==> config.mk <==
export PLATFORM = sky130hd
export DESIGN_NAME = ped_signal_controller
export DESIGN_NICKNAME = d
export VERILOG_FILES = /design/src/rtl/traffic_pkg.sv /design/src/rtl/ped_signal_controller.sv
export SDC_FILE = /design/constraint.sdc
export NUM_CORES = 1
export LEC_CHECK = 0
export CORE_MARGIN = 10
export CORE_UTILIZATION = 48
export DETAILED_ROUTE_END_ITERATION = 7
export PLACE_DENSITY = 0.79
export SYNTH_ARGS = -nofsm -noshare
export SYNTH_HDL_FRONTEND = slang
export SYNTH_SLANG_ARGS = --single-unit
==> constraint.sdc <==
create_clock -name clk -period 2.1 [get_ports clk]
set_input_delay 0.315 -clock clk [delete_from_list [all_inputs] [get_ports clk]]
set_output_delay 0.315 -clock clk [all_outputs]
set_load 0.02 [all_outputs]
==> src/rtl/traffic_pkg.sv <==
// Shared lamp-bus indices and pedestrian controller state encoding.
// Consumed by the pedestrian signal controller and its bench.
package traffic_pkg;

    localparam int LIGHT_GREEN  = 0;
    localparam int LIGHT_YELLOW = 1;
    localparam int LIGHT_RED    = 2;

    typedef enum logic [1:0] {
        PED_IDLE,
        PED_WALK,
        PED_CLEAR,
        PED_FAULT
    } ped_state_t;

    // Exactly one lamp lit; anything else means the upstream controller is broken.
    function automatic logic lights_legal(input logic [2:0] l);
        return (l == 3'b001) || (l == 3'b010) || (l == 3'b100);
    endfunction

endpackage

==> src/rtl/ped_signal_controller.sv <==
// Pedestrian WALK/CLEAR/DONT_WALK sequencer slaved to the traffic light bus.
// Walk is granted only on a red rising edge; a corrupt lights bus latches a safe fault state.
module ped_signal_controller
    import traffic_pkg::*;
#(
    parameter int WALK_TICKS  = 3,
    parameter int CLEAR_TICKS = 2,
    parameter int CNT_W       = 4
) (
    input  logic             clk,
    input  logic             rst,
    input  logic [2:0]       lights,
    input  logic             ped_button,
    output logic             walk_on,
    output logic             dont_walk_on,
    output logic             ped_pending,
    output logic [CNT_W-1:0] countdown,
    output logic             fault
);

    localparam int MAX_TICKS = (WALK_TICKS > CLEAR_TICKS) ? WALK_TICKS : CLEAR_TICKS;

    if (WALK_TICKS < 1) begin : g_bad_walk
        $error("WALK_TICKS must be >= 1");
    end
    if (CLEAR_TICKS < 1) begin : g_bad_clear
        $error("CLEAR_TICKS must be >= 1");
    end
    if ((2 ** CNT_W) <= MAX_TICKS) begin : g_bad_cnt_w
        $error("CNT_W too narrow for WALK_TICKS/CLEAR_TICKS");
    end

    ped_state_t state;
    logic       red_prev;
    logic       red_now;
    logic       red_rise;
    logic       illegal;
    logic       cnt_last;

    assign red_now  = lights[LIGHT_RED];
    assign red_rise = red_now & ~red_prev;
    assign illegal  = ~lights_legal(lights);
    assign cnt_last = (countdown == CNT_W'(1));

    always_ff @(posedge clk or posedge rst) begin
        if (rst) begin
            state        <= PED_IDLE;
            red_prev     <= 1'b1;
            walk_on      <= 1'b0;
            dont_walk_on <= 1'b1;
            ped_pending  <= 1'b0;
            countdown    <= '0;
            fault        <= 1'b0;
        end else begin
            red_prev <= red_now;
            if (illegal) begin
                state        <= PED_FAULT;
                fault        <= 1'b1;
                walk_on      <= 1'b0;
                dont_walk_on <= 1'b1;
                countdown    <= '0;
            end else begin
                case (state)
                    PED_IDLE: begin
                        if (red_rise && (ped_pending || ped_button)) begin
                            state        <= PED_WALK;
                            walk_on      <= 1'b1;
                            dont_walk_on <= 1'b0;
                            countdown    <= CNT_W'(WALK_TICKS);
                            ped_pending  <= 1'b0;
                        end else begin
                            walk_on      <= 1'b0;
                            dont_walk_on <= 1'b1;
                            countdown    <= '0;
                            if (ped_button) ped_pending <= 1'b1;
                        end
                    end
                    PED_WALK: begin
                        // Button presses are deliberately dropped while people are crossing.
                        if (!red_now) begin
                            state        <= PED_IDLE;
                            walk_on      <= 1'b0;
                            dont_walk_on <= 1'b1;
                            countdown    <= '0;
                        end else if (cnt_last) begin
                            state        <= PED_CLEAR;
                            walk_on      <= 1'b0;
                            dont_walk_on <= 1'b1;
                            countdown    <= CNT_W'(CLEAR_TICKS);
                        end else begin
                            countdown <= countdown - CNT_W'(1);
                        end
                    end
                    PED_CLEAR: begin
                        if (ped_button) ped_pending <= 1'b1;
                        if (!red_now || cnt_last) begin
                            state        <= PED_IDLE;
                            walk_on      <= 1'b0;
                            dont_walk_on <= 1'b1;
                            countdown    <= '0;
                        end else begin
                            dont_walk_on <= ~dont_walk_on;
                            countdown    <= countdown - CNT_W'(1);
                        end
                    end
                    PED_FAULT: begin
                        // Sticky until rst: legal lights never restore service.
                        walk_on      <= 1'b0;
                        dont_walk_on <= 1'b1;
                        countdown    <= '0;
                        fault        <= 1'b1;
                    end
                endcase
            end
        end
    end

endmodule

==> results of run 1 <==
-- cell families after synthesis --
family,synth area share
AND/OR/NAND/NOR,0.151
AO/OA/AOI/OAI,0.247
XOR/XNOR,0.0382
buffers and inverters,0.0509
adder cells (fa/ha/maj),0.109
flip-flops,0.404
-- registers in the layout, indices dropped and copies added, names as in the netlist --
signal        flops
countdown         4
state             2
walk_on           1
fault             1
ped_pending       1
dont_walk_on      1
red_prev          1
-- per-stage QoR --
| stage | utilization | total power, uW | instance area (um^2) | hold WS [ps] | cells |
|---|---|---|---|---|---|
| 5_1_grt | 0.641 | 715 | 855 | 355 | 97 |
| 3_5_place_dp | 0.621 | 514 | 828 | 481 | 93 |
| 6_report | 0.641 | 662 | 855 | 327 | 97 |
| 4_1_cts | 0.641 | 668 | 855 | 338 | 97 |
| 3_3_place_gp | 0.621 | 505 | 828 | 458 | 93 |
| 2_1_floorplan | - | 444 | 688 | 166 | 67 |
-- area by class of cell --
| cell class | count | area (um^2) | share of cell area |
|---|---|---|---|
| Multi-Input combinational cell | 48 | 375 | 0.439 |
| Inverter | 5 | 18.8 | 0.0220 |
| Clock buffer | 4 | 26.3 | 0.0307 |
| Timing Repair Buffer | 14 | 138 | 0.161 |
| Sequential cell | 11 | 278 | 0.325 |
| Tap cell | 15 | 18.8 | 0.0220 |
-- power breakdown --
group / internal (uW) / switching (uW) / total (uW)
Combinational: 121 / 133 / 254
Clock: 73.8 / 75.1 / 149
Sequential: 239 / 20.2 / 259
Total: 435 / 228 / 662
-- placed cells by master (no fill, tap or decap), types with 2 or more instances in the layout --
| cell | synthesis | final |
|---|---|---|
| sky130_fd_sc_hd__o21ai_0 | 2 | 2 |
| sky130_fd_sc_hd__dfstp_2 | 2 | 2 |
| sky130_fd_sc_hd__a2bb2oi_1 | 2 | 2 |
| sky130_fd_sc_hd__clkbuf_4 | 0 | 3 |
| sky130_fd_sc_hd__a21oi_1 | 5 | 5 |
| sky130_fd_sc_hd__nand2_1 | 4 | 4 |
| sky130_fd_sc_hd__dfrtp_1 | 9 | 9 |
| sky130_fd_sc_hd__inv_1 | 5 | 5 |
| sky130_fd_sc_hd__clkdlybuf4s50_1 | 0 | 13 |
| sky130_fd_sc_hd__xnor2_1 | 2 | 2 |
| sky130_fd_sc_hd__ha_1 | 6 | 6 |
| sky130_fd_sc_hd__nor2_1 | 4 | 4 |
| sky130_fd_sc_hd__nor3_1 | 5 | 5 |
-- metal layers --
metal | part of all wire | routed length [um]
met4 | 0.0090 | 14
met1 | 0.43 | 674
met3 | 0.084 | 131
met2 | 0.48 | 743
met5 | 0 | 0
-- critical path, cell delays in order (launching register included) --
cell	delay, ps
sky130_fd_sc_hd__dfrtp_1	420
sky130_fd_sc_hd__inv_1	100
sky130_fd_sc_hd__ha_1	350
sky130_fd_sc_hd__o211ai_1	360
sky130_fd_sc_hd__a31oi_4	250
sky130_fd_sc_hd__a2bb2oi_1	210
-- worst paths after layout --
kind | start | to | slack (ps) | cells after the start
worst max register to register | state[0] | state[0] | 330 | 5
worst min register to register | walk_on | walk_on | 490 | 2
min in group clk | walk_on | walk_on | 490 | 2
worst max-delay path | state[0] | state[0] | 330 | 5
worst min-delay path | rst | walk_on | 330 | 2
max in group asynchronous | rst | red_prev | 1440 | 2
==> flow_results.org, run 1 <==
** Cells and area
- Synth-to-layout area growth :: 24.2%
- For this run, the post-layout net count is 95.
- Of the cells placed in the final design, the portion with a size suffix greater than 1 is 0.146.
- Count of inserted antenna diode cells :: 0
- Number of fillers in the final layout :: about 130

** STA
- Unrepaired setup endpoints after global routing :: no
- For the final routed database, the setup TNS stands at 0 ps.
- In this run the tightest slew margin relative to its limit is 0.551.
- Highest achievable clock rate :: around 560 MHz
- Setup slack on the critical path of the routed design comes to between 300 and 400 ps.
- Hold violation count in the final report :: 0
- Dividing the final minimum period by the clock period gives 0.844.
- The smallest clock period supported by the final layout is computed as approximately 1800 ps.
- Final Setup Violations :: 0
- For the final database, setup skew stands at ~0.78 ps.
- The final max-slew violation count is 0.
- Worst-Margin Slew :: roughly 670 ps

** Global route
- Most Used Layer, Global Route :: met2
- For this run, global-route usage on met1 was measured as 0.106.
- Met2 capacity usage during global routing :: 0.164
- Entering global routing, the biggest net connects 12 pins.
- Via count of the first global-routing pass :: between 500 and 600
- For this run, global-route usage on met3 was measured as 0.0523.
- The first global-routing pass estimated roughly 2700 um of wire.
- Global route total overflow :: 0
- The number of antenna violations at the first check in global routing is 0.
- Across every metal layer, demand over resource in global routing totals 0.101.

** Worst setup path
- Data on the critical path is required at its endpoint by roughly 2300 ps.
- Data arrives at the worst endpoint at 1960 ps.
- The worst setup path is captured at a register.
- CP max FO :: 9
- STA classifies the critical path startpoint as a register.
- The worst setup path is of the register to register kind.

** Floorplan
- Row cnt :: 13
- Total core area :: around 1300 um^2
- Measured along the y axis, the die boundary spans ~58 um.
- Number of placed I/O pins :: 14
- The die covers ~3300 um^2.
- Horizontal extent of the die :: just under 60 um
- Initial Util :: 0.516

** Logic synthesis
- Area share of the largest cell type after synthesis :: 0.327
- Post-synthesis sequential area ratio :: 0.404
- Ranked by instance count, the synthesized netlist is headed by 9 x sky130_fd_sc_hd__dfrtp_1, 6 x sky130_fd_sc_hd__ha_1, 5 x sky130_fd_sc_hd__a21oi_1, 5 x sky130_fd_sc_hd__inv_1, 5 x sky130_fd_sc_hd__nor3_1.
- Yosys mapped a number of flops with a built-in enable equal to 0.
- sky130_fd_sc_hd__dfrtp_1 is the most common cell in the netlist.
- Syn Area/Cell :: between 10 and 15 um^2
- Of all flip-flops after synthesis, the portion carrying an async set or reset was 1.00.
- Cell accounting for the most synthesized area :: sky130_fd_sc_hd__dfrtp_1
- Register bit total from synthesis :: 11
- The Yosys step of the flow raised 0 warnings.
- Synthesized cell area :: 688 um^2
- The cell count after synthesis came out at 67.
- Count of different cell masters after synthesis :: 32
- Ranked by total cell area, the synthesized netlist is headed by sky130_fd_sc_hd__dfrtp_1 33%, sky130_fd_sc_hd__ha_1 11%, sky130_fd_sc_hd__dfstp_2 7.6%.
- The most used flip-flop cell after synthesis is sky130_fd_sc_hd__dfrtp_1.
- Synthesis produced a netlist with a net count of between 70 and 80.

** Route
- The count of nets left with antenna violations once routing finished came out at 0.
- In this run, the number of DRC markers left after iteration 0 of detailed routing was 20.
- Routed wirelength normalized by instance count :: between 15 and 20 um
- Total number of vias :: around 530
- Via/cell ratio :: around 5.5
- Length of the first detailed-routing pass in iterations :: 4
- # DRC :: 0
- Wires add up to 1560 um.

** Clock network
- Clock transition time at the flip-flop clock pins of the worst setup and hold paths :: around 70 ps
- Post-CTS Setup Bufs :: 0
- TritonCTS built the clock tree.
- Max H-tree Level :: 1
- Number of clock buffers inserted by TritonCTS :: 3
- CTS placed an instance of sky130_fd_sc_hd__clkbuf_4 at the clock tree root.
- The clock passes through at most 2 buffers.
- Hold bufs inserted after CTS :: 0
- Clock Latency Late Sink :: 270 ps
- Number of instances resized during post-cts repair :: 0
- The clock drives 11 sinks.

** Power
- Leakage Power :: around 0.00037 uW
- VDD sags by at most around 0.43 mV.
- P per Cell Area :: between 700 and 800 nW/um^2

** Placement
- Final weighted congestion in routability-driven placement :: 0.789
- Detailed placement ended at an HPWL of ~1200 um.
- The count of buffers added on input and output ports is 13.
- OpenSTA, run right after detailed placement, puts the worst setup slack at 204 ps.

** Min path
- Worst hold path type :: primary input to async pin

** Run status
- The run finished with clean final reports.

** Run
- Max-cap violations in this run came to 0.
Note: power is estimated with default switching activity, not from simulation.
==> run 2, diff against run 1 <==
clock period = 1.8 ns   (was 2.1 ns; I/O delays follow)
==> flow_results.org, run 2 (synthesis gave the netlist of run 1 again) <==
** Run status
- The run finished with clean final reports.

** Clock network
- Clock Root Buffer :: sky130_fd_sc_hd__clkbuf_4
- TritonCTS built the clock tree.
- TritonCTS sink count :: 11
- Clock Latency Late Sink :: 270 ps
- Max H-tree Level :: 1
- The clock passes through at most 2 buffers.
- The number of clock buffers added by TritonCTS is 3.
- Clock transition time at the flip-flop clock pins of the worst setup and hold paths :: ~80 ps

** Worst setup path
- The signal on the critical path passes through clkdlybuf4s50_1.
- CP max FO :: 3
- Counting both buffers and inverters, the worst setup path holds a total of 1.
- For this design, the slowest cell found on the critical path is sky130_fd_sc_hd__clkdlybuf4s50_1.
- STA classifies the critical path endpoint as an output pin.
- WP data required :: approximately 1500 ps
- Kind of cell with the highest combined delay on the critical path :: buffers and inverters
- Data arrival, critical path :: about 1400 ps
- Kind of start point of the critical path :: register
- Peak per-stage delay on the critical path :: around 600 ps
- Type of the setup path with the least slack :: register to output pin

** Floorplan
- 14 I/O pins were placed.
- Row cnt :: 13
- Measured along the y axis, the die boundary spans between 50 and 60 um.
- The core region is approximately 1300 um^2.
- The initial utilization of the core area, before any placement, comes to 0.516.
- The die covers about 3300 um^2.
- Horizontal extent of the die :: a little under 60 um

** Power
- Summed over all cells, the static leakage comes to 0.000382 uW.
- Peak VDD IR :: roughly 0.57 mV
- After layout, the design draws a total of ~770 uW.
- In this run the power density over the cells is roughly 890 nW/um^2.

** Route
- Before antenna repair, the detailed router went through 4 iterations.
- The routed layout has around 530 vias.
- Routed wirelength normalized by instance count :: approximately 15 um
- Via/cell ratio :: 5.40
- In this run the remaining antenna-violating nets after routing total 0.
- First DRT Iteration DRCs :: 14
- Drt total wl :: between 1000 and 1500 um
- # DRC :: 0

** Placement
- Buffers placed on the I/O ports in this run total 13.
- Timing analysis after detailed placement gives a worst setup slack of -2.89 ps.
- Cell Count Post-Placement :: between 90 and 100
- The congestion estimate from routability-driven global placement came to just under 0.8.
- Once detailed placement completed, the half-perimeter wirelength came to about 1100 um.
- Instance area at placement :: between 800 and 900 um^2

** STA
- Setup repair after global routing left no endpoint under its margin.
- Final Setup Violations :: 0
- Final worst slack :: 115 ps
- Hold violation count in the final report :: 0
- The final max-slew violation count is 0.
- Maximum clock skew at final layout :: ~1.3 ps
- Worst-Margin Slew :: between 400 and 500 ps
- Based on the critical path, the design can be clocked at up to ~600 MHz.
- Dividing the final minimum period by the clock period gives 0.936.
- Clock period minus final worst setup slack :: between 1500 and 2000 ps
- Headroom to the max-slew limit :: 0.703

** Global route
- Pin count of the biggest net entering global routing :: 12
- The total overflow left after global routing is 0.
- The first global-routing pass estimated around 2500 um of wire.
- Global-route total usage across every layer :: 0.0927
- Via count of the first global-routing pass :: roughly 570
- The number of antenna violations at the first check in global routing was 0.

** Cells and area
- The count of cells in the finished layout, fillers not included, comes to 98.
- Synth-to-layout area growth :: 25.5%
- Count of inserted antenna diode cells :: 0
- In the final layout, the share of cells above drive strength 1 is 0.169.
- Once layout is done, the placed cells without fillers occupy between 800 and 900 um^2.
- Net total in the final layout :: 96
- The register with the most flip-flops in the layout has 4 of them.
- Ranked by flip-flop count, first place goes to countdown.
- Registers with the highest flip-flop counts :: countdown (4), state (2)
- Leaving out fill and tap cells, the most frequent cell in the layout is sky130_fd_sc_hd__clkdlybuf4s50_1.
- Leaving out fill and tap cells, the most frequent cells in the layout are 13 x sky130_fd_sc_hd__clkdlybuf4s50_1, 9 x sky130_fd_sc_hd__dfrtp_1, 6 x sky130_fd_sc_hd__ha_1.
- Once layout is complete, the utilization of the core stands at 0.647.

** Run
- Max-cap violations in this run came to 0.

** Min path
- The tightest min-delay check is of the primary input to async pin type.
## run 2: layout make-up
| type | count | area, um^2 |
|---|---|---|
| Fill cell | 106 | 470 |
| Multi-Input combinational cell | 48 | 375 |
| Sequential cell | 11 | 278 |
| Timing Repair Buffer | 15 | 145 |
| Clock buffer | 3 | 22.5 |
| Inverter | 5 | 18.8 |
| Tap cell | 15 | 18.8 |
| Clock inverter | 1 | 5.00 |
## run 2: stage by stage
step	setup TNS [ps]	hold slack, ps
floorplan	0	121
global placement	0	458
detailed placement	-2.89	463
CTS	0	304
global route	0	313
finish	0	293
## run 2: metal layers
| layer | routed length [um] | vias up | share of wire | track usage |
|---|---|---|---|---|
| met5 | 0 | - | 0 | 0 |
| met4 | 0 | 0 | 0 | 0.0403 |
| met3 | 142 | 0 | 0.098 | 0.0545 |
| met2 | 650 | 16 | 0.45 | 0.141 |
| met1 | 649 | 240 | 0.45 | 0.102 |
| li1 | - | 273 | - | - |
## run 2: final timing paths
check | from | endpoint | slack (ps) | cells after the start
worst max-delay path | dont_walk_on | dont_walk_on | 110 | 1
worst min-delay path | rst | countdown[2] | 290 | 2
worst max register to register | state[0] | state[1] | 150 | 5
worst min register to register | fault | fault | 480 | 1
max in group asynchronous | rst | red_prev | 1170 | 2
min in group clk | fault | fault | 480 | 1
## run 2: repair_timing
action                                  CTS  global route
resized for setup                         0             0
setup buffers                             0             1
endpoints found under the hold margin     0             0
endpoints found under the setup margin    0             1
hold buffers                              0             0
## run 2: power by group
group          leakage, uW  switching [uW]  internal [uW]  total, uW
combinational     0.000233             147            141        288
clock            0.0000177            93.6           82.2        176
sequential        0.000131            23.1            279        302
